`src/rtl/data_cache_ctrl.sv`:
```
// data_cache_ctrl: direct-mapped write-back data cache with dirty write-back and block refill
module data_cache_ctrl #(
    parameter int ADDR_W          = 8,
    parameter int DATA_W          = 8,
    parameter int WORDS_PER_BLOCK = 4,
    parameter int NUM_LINES       = 8
) (
    input  logic                                      CLK,
    input  logic                                      RESET,
    input  logic                                      READ,
    input  logic                                      WRITE,
    input  logic [ADDR_W-1:0]                         ADDRESS,
    input  logic [DATA_W-1:0]                         WRITEDATA,
    output logic [DATA_W-1:0]                         READDATA,
    output logic                                      BUSYWAIT,
    output logic                                      MEM_READ,
    output logic                                      MEM_WRITE,
    output logic [ADDR_W-$clog2(WORDS_PER_BLOCK)-1:0] MEM_ADDRESS,
    output logic [DATA_W*WORDS_PER_BLOCK-1:0]         MEM_WRITEDATA,
    input  logic [DATA_W*WORDS_PER_BLOCK-1:0]         MEM_READDATA,
    input  logic                                      MEM_BUSYWAIT
);
    localparam int OFF_W = $clog2(WORDS_PER_BLOCK);
    localparam int IDX_W = $clog2(NUM_LINES);
    localparam int TAG_W = ADDR_W - OFF_W - IDX_W;
    typedef enum logic [1:0] {IDLE, WRITEBACK, ALLOCATE, UPDATE} state_t;
    state_t                     state_q, state_d;
    logic [NUM_LINES-1:0]       valid_q, valid_d, dirty_q, dirty_d;
    logic [TAG_W-1:0]           tag_q [NUM_LINES];
    logic [DATA_W-1:0]          data_q [NUM_LINES][WORDS_PER_BLOCK];
    logic [DATA_W*WORDS_PER_BLOCK-1:0] fill_q;
    logic [TAG_W-1:0]           mtag_q;
    logic [IDX_W-1:0]           midx_q;
    logic [OFF_W-1:0]           off;
    logic [IDX_W-1:0]           idx;
    logic [TAG_W-1:0]           tag;
    logic                       req, idle, hit, wr_hit, miss;
    assign off    = ADDRESS[OFF_W-1:0];
    assign idx    = ADDRESS[OFF_W +: IDX_W];
    assign tag    = ADDRESS[ADDR_W-1 -: TAG_W];
    assign req    = READ | WRITE;
    assign idle   = state_q == IDLE;
    assign hit    = valid_q[idx] && tag_q[idx] == tag;
    assign wr_hit = idle && hit && WRITE;
    assign miss   = idle && req && !hit;
    always_comb begin
        state_d       = state_q;
        valid_d       = valid_q;
        dirty_d       = dirty_q;
        BUSYWAIT      = RESET && req && !(idle && hit);
        READDATA      = (RESET && idle && hit && READ && !WRITE) ? data_q[idx][off] : '0;
        MEM_WRITE     = state_q == WRITEBACK;
        MEM_READ      = state_q == ALLOCATE;
        MEM_ADDRESS   = MEM_WRITE ? {tag_q[midx_q], midx_q} : MEM_READ ? {mtag_q, midx_q} : '0;
        MEM_WRITEDATA = '0;
        for (int w = 0; w < WORDS_PER_BLOCK; w++)
            if (MEM_WRITE) MEM_WRITEDATA[w*DATA_W +: DATA_W] = data_q[midx_q][w];
        case (state_q)
            IDLE: begin
                if (miss) state_d = dirty_q[idx] ? WRITEBACK : ALLOCATE;
                if (wr_hit) dirty_d[idx] = 1'b1;
            end
            WRITEBACK: if (!MEM_BUSYWAIT) state_d = ALLOCATE;
            ALLOCATE:  if (!MEM_BUSYWAIT) state_d = UPDATE;
            UPDATE: begin
                state_d         = IDLE;
                valid_d[midx_q] = 1'b1;
                dirty_d[midx_q] = 1'b0;
            end
            default: state_d = IDLE;
        endcase
    end
    always_ff @(posedge CLK or negedge RESET) begin
        if (!RESET) begin
            state_q <= IDLE;
            valid_q <= '0;
            dirty_q <= '0;
        end else begin
            state_q <= state_d;
            valid_q <= valid_d;
            dirty_q <= dirty_d;
        end
    end
    // Miss line is latched so a request dropped mid-miss still completes coherently
    always_ff @(posedge CLK) begin
        if (miss) begin
            mtag_q <= tag;
            midx_q <= idx;
        end
        if (state_q == ALLOCATE && !MEM_BUSYWAIT) fill_q <= MEM_READDATA;
        if (state_q == UPDATE) begin
            tag_q[midx_q] <= mtag_q;
            for (int w = 0; w < WORDS_PER_BLOCK; w++)
                data_q[midx_q][w] <= fill_q[w*DATA_W +: DATA_W];
        end else if (wr_hit) begin
            data_q[idx][off] <= WRITEDATA;
        end
    end
endmodule

```
`config.mk`:
```
export PLATFORM = sky130hd
export DESIGN_NAME = data_cache_ctrl
export DESIGN_NICKNAME = d
export VERILOG_FILES = /design/src/rtl/data_cache_ctrl.sv
export SDC_FILE = /design/constraint.sdc
export NUM_CORES = 1
export LEC_CHECK = 0
export BUFFER_PORTS_ARGS = -buffer_cell sky130_fd_sc_hd__buf_2
export CORE_ASPECT_RATIO = 1.5
export CORE_MARGIN = 3
export CORE_UTILIZATION = 45
export CTS_BUF_LIST = sky130_fd_sc_hd__clkbuf_16
export DETAILED_ROUTE_END_ITERATION = 8
export SYNTH_ARGS = -nofsm -noshare
export SYNTH_HDL_FRONTEND = slang
export SYNTH_SLANG_ARGS = --single-unit
```
`constraint.sdc`:
```
create_clock -name CLK -period 4.6 [get_ports CLK]
set_input_delay 0.92 -clock CLK [delete_from_list [all_inputs] [get_ports CLK]]
set_output_delay 0.92 -clock CLK [all_outputs]
set_load 0.01 [all_outputs]
```
# After elaboration in Yosys (flattened, before gate mapping)
# Memory sizes are Yosys's and may differ from the RTL's. A register that Yosys moved wholly into a read port is not among the register bits.
# Cells that the tools add are included.
# word_totals
elab_cells	89
out_inout_bits	49
regBits	56
ramBits	280
n_memories	2
# memory_table
memory	depth	width	read_ports	rd_clocked_by_memory_dff	wr	line	source
data_q	8	32	2	1	1	30	logic [DATA_W-1:0] data_q [NUM_LINES][WORDS_PER_BLOCK];
tag_q	8	3	2	1	1	29	logic [TAG_W-1:0] tag_q [NUM_LINES];
# classes
bitwise	6
n_lt_le_gt_ge	6
reduce_logical	24
mux	37
eq_ne	8
# ops
cell	n
$mux 32	3
$mux 8	9
$reduce_or 32->1	1
$bmux 8 s2	1
$demux 8 s2	1
$or 8x8->8	2
$pmux 8 s2	1
$logic_and 1x1->1	15
$mux 6	2
$mux 3	3
$and 8x8->8	1
$lt 3x4->1 const B	2
$mux 1	8
$mux 2	4
$not 8->8	1
$pmux 2 s4	1
$bmux 1 s3	2
$demux 1 s3	2
$ge 3x1->1 const B	2
$eq 2x2->1 const B	2
$logic_not 1->1	4
$ne 2x1->1 const B	2
$ne 2x2->1 const B	2
$eq 3x3->1	1
9 further kinds	9

# Logic depth before layout (Yosys ltp)
# logic_depth
ltp_word	10
mapped_depth	10
mapped_depth_nobuf	7

# Worst setup path before layout
# Ideal clock, no wire load.
# synth_timing
path_kind	input to output
start	input ADDRESS[2]
end	output READDATA[6]
required_time_ps	3680
stages	9
slack_ps	1024
t_arrival_ps	2656
cell_sequence	buf_6 buf_6 mux2i_1 nor2_1 nor4_1 o21ai_0 nor2_1 nand3_1 a21oi_1
# synth_between
elab_chain_len	7
elab_cells_between_ends	13
classes_between	eq/ne: 1; mux: 6; reduce/logical: 4; memory: 2
# synth_lines
item	line	source
from (decl)	12	input logic [ADDR_W-1:0] ADDRESS,
$mem_v2 8x3 or $bmux 1 s3 (tied branches)	-	
$eq 3x3->1 or $mux 1 (tied branches)	43	assign hit = valid_q[idx] && tag_q[idx] == tag;
$logic_and 1x1->1	43	
$logic_and 1x1->1 (3 in a row)	51	READDATA = (RESET && idle && hit && READ && !WRITE) ? data_q[idx][off] : '0;
$mux 8 *	51	
to (decl)	14	output logic [DATA_W-1:0] READDATA,
# Every way passes the cells marked *; elsewhere a longest branch is shown, timed or not. The select of a mux whose other input is x is not followed.

# Final worst setup path
# Same ends and word-level chain as after synthesis.

==> impl_metrics.csv <==
group,metric,value,unit
detailed_routing,detail_routed_net_length_per_standard_cell,27.6,um
cts,clock_tree.buffer_depth,3,
floorplan,rows,84,
cts,clk_pin_slew,0.06,ns
timing,min_period,4.20,ns
synthesis,number_of_warning_messages_in_the_yosys_log,0,
detailed_routing,first_iter_violations,742,
setup_path,cp-end-kind,"output pin",
timing,slew-limit-headroom,36.0,%
setup_path,startpoint_type,"primary input",
timing,timing_hold_violations_final,0,
setup_path,worst-endpoint-required,3.68,ns
synthesis,synth_sequential_area_ratio,62.7,%
detailed_routing,post-route-drc-count,0,
run_status,outcome,"complete, no violations",
synthesis,synthesis.nets,948,
floorplan,core,35100,sq um
final_layout,antenna-diode-count,0,
cts,worstSkewPairLatency,0.52,ns
timing,skew,0.0160,ns
cts,tritoncts_num_sinks,339,
power_and_ir_drop,power_leakage,6.45,nW
cts,cts-hold-fix-buffers,0,
timing,whs,0.349,ns
timing,report.final.slew_viol_count,0,
floorplan,die_h,237,um
final_layout,layout_nets,1084,
global_route,grt_antenna_before_repair,1,
power_and_ir_drop,netSwitchingPower,0.00273,W
job,max_cap_viol_count,0,
setup_path,setup.reg_to_reg.worst_slack,1.48,ns
final_layout,syn_to_final_growth,15.0,%
timing,final-setup-viol-count,0,
synthesis,synthCells,890,
cts,cts_tree,"built",
floorplan,ioPinCount,102,
floorplan,die_area,38000,sq um
cts,cts_resized,0,
placed_design,post-dp-hpwl,28300,um
placed_design,gp_congestion,0.814,
detailed_routing,drt_wl_total,42100,um
floorplan,die_w,160,um
final_layout,nFillCells,2864,
final_layout,layout-drive-gt1-share,38.2,%
synthesis,ys_seq_elements,339,
detailed_routing,dr_total_vias,8989,
detailed_routing,drt-vias-per-instance,5.91,
timing,timing.final.crit_share,91.3,%
placed_design,detailed_place.area,17400,sq um
timing,unrepaired_setup_endpoints_after_global_routing,"false",
synthesis,ys_dominant_reg_cell,"edfxtp_1",
synthesis,syn-cell-area,16000,sq um
timing,setup_tns,0,ns
global_route,maximum_number_of_pins_on_one_net_before_global_route_repair,63,
cts,cts_htree_levels,2,
power_and_ir_drop,switching_share,29.3,%
global_route,grtUsageTotal,22.4,%
global_route,grt_pass1_vias,9568,
detailed_routing,ant_nets,0,
power_and_ir_drop,power.density_cell_area,505,nW/um^2
power_and_ir_drop,power.combinational.fraction,25.8,%
power_and_ir_drop,power.internal,0.00659,W
detailed_routing,detail_route.first_pass.iterations,5,
synthesis,synth_enable_flop_cells,318,
setup_path,worstPathMaxFanout,62,
setup_path,crit_type,"primary input to output pin",
final_layout,stdcell_area,18500,sq um
min_path,holdCritPathClass,"primary input to async pin",
power_and_ir_drop,power_frac_seq,44.9,%
synthesis,asyncSetResetFlopFracSynth,5.31,%
floorplan,initial_core_util,45.7,%
cts,cts.root.buffer_cell,"clkbuf_16",
cts,cts_setup_buffers,0,
power_and_ir_drop,vdd_drop_max,0.000447,V
timing,tightestPinTransition,0.960,ns
cts,cts_buffers,34,
placed_design,portBuffers,101,
synthesis,avgSynthCellArea,18.0,sq um
timing,fmax,238,MHz
setup_path,crit_arrival,3.28,ns
global_route,wire_length_of_the_first_global_routing_pass,62400,um
synthesis,synth.distinct_cells,45,
power_and_ir_drop,clkPwrFrac,29.4,%
global_route,overflow,0,
path summary, 6_finish.rpt:
| path | start | end | cells past startpoint |
|---|---|---|---|
| max in group asynchronous | RESET | valid_q[4]$_DFFE_PN0P_ | 1 |
| hold reg to reg | valid_q[2]$_DFFE_PN0P_ | valid_q[2]$_DFFE_PN0P_ | 1 |
| setup / recovery | ADDRESS[2] | READDATA[6] | 7 |
| min in group CLK | valid_q[2]$_DFFE_PN0P_ | valid_q[2]$_DFFE_PN0P_ | 1 |
| setup reg to reg | tag_q[7][2]$_DFFE_PP_ | data_q[2][27]$_DFFE_PP_ | 9 |
| hold / removal | RESET | state_q[0]$_DFFE_PN0P_ | 1 |
flip-flops by register name, indices dropped and copies added, names as in the netlist, named ones only:
signal   cells
midx_q       3
data_q     256
state_q      2
tag_q       24
valid_q      8
fill_q      32
dirty_q      8
mtag_q       3
cell type report:
type,instances,area (sq um),share of cell area (%)
flip-flops and latches,339,10100,54.6
clock buffers,35,876,4.75
clock inverters,24,214,1.16
multi-input cells,481,5690,30.8
repair buffers,159,971,5.26
well taps,473,592,3.21
inverters,11,41.3,0.224
metal layers:
metal,wire length [um],part of all wire [%],track usage (%)
met5,0,0,0
met4,1280,3.0,7.24
met3,2780,6.6,3.91
met2,22100,53,39.8
met1,15900,38,27.9
power groups by stage:
stage,Clock (W),Sequential (W),Combinational (W)
finish,0.00274,0.00418,0.00240
global placement,0,0.00425,0.00242
CTS,0.00280,0.00419,0.00245
floorplan,0,0.00397,0.00181
detailed placement,0,0.00426,0.00244
global route,0.00292,0.00423,0.00259
cell families (layout without fill, tap and decap cells):
group,Yosys count,after routing,share of synthesized area (%)
adders and majority gates,5,5,0.390
muxes,259,259,27.3
buffers and inverters,70,229,1.94
AOI/OAI and AO/OA,59,59,2.63
DFF,339,339,62.7
and+or+nand+nor,158,158,5.09
Yosys cell counts (3+ instances only):
cell / n / area share, %
o31a_1: 3 / 0.16
mux4_2: 138 / 19
a21oi_1: 4 / 0.12
o41ai_1: 5 / 0.27
nand3_1: 6 / 0.19
edfxtp_1: 318 / 60
nor2_1: 53 / 1.2
mux2i_1: 77 / 4.8
nand2_1: 20 / 0.47
or2_2: 3 / 0.12
a21oi_2: 4 / 0.22
o22ai_1: 5 / 0.19
nand2b_1: 13 / 0.51
nor2b_1: 43 / 1.7
inv_1: 11 / 0.26
a22oi_1: 16 / 0.75
ha_1: 5 / 0.39
buf_6: 3 / 0.21
o31ai_1: 3 / 0.14
dfrtp_1: 18 / 2.8
mux2_1: 3 / 0.21
buf_2: 9 / 0.28
dfxtp_1: 3 / 0.37
buf_1: 15 / 0.35
clkbuf_1: 28 / 0.65
o21ai_0: 12 / 0.37
a22o_1: 3 / 0.16
mux2_2: 41 / 2.9
nor3_1: 3 / 0.094
nor4_1: 3 / 0.12
buf_4: 4 / 0.19
cells in the final DEF, fill, tap and decap left out, types with 18 or more instances in the layout:
cell,netlist,routed
nand2_1,20,20
mux2i_1,77,77
mux2_2,41,41
mux4_2,138,138
inv_1,11,19
nor2_1,53,53
buf_2,9,99
edfxtp_1,318,318
dfrtp_1,18,18
buf_4,4,58
clkbuf_16,0,35
nor2b_1,43,42
critical path, stage by stage:
cell and delay [ns]:
buf_4 0.32, buf_12 0.43, mux4_2 0.57, mux2_2 0.27, a22oi_1 0.37, a21oi_1 0.14, buf_2 0.17
stage by stage:
stage	power (W)	std cells	util [%]	setup WS, ns
floorplan	0.00578	890	-	1.02
global placement	0.00666	1463	49.5	0.467
detailed placement	0.00669	1463	49.5	0.452
CTS	0.00944	1522	52.6	0.445
global route	0.00974	1522	52.6	0.249
finish	0.00933	1522	52.6	0.401
Note: power is estimated with default switching activity, not from simulation.
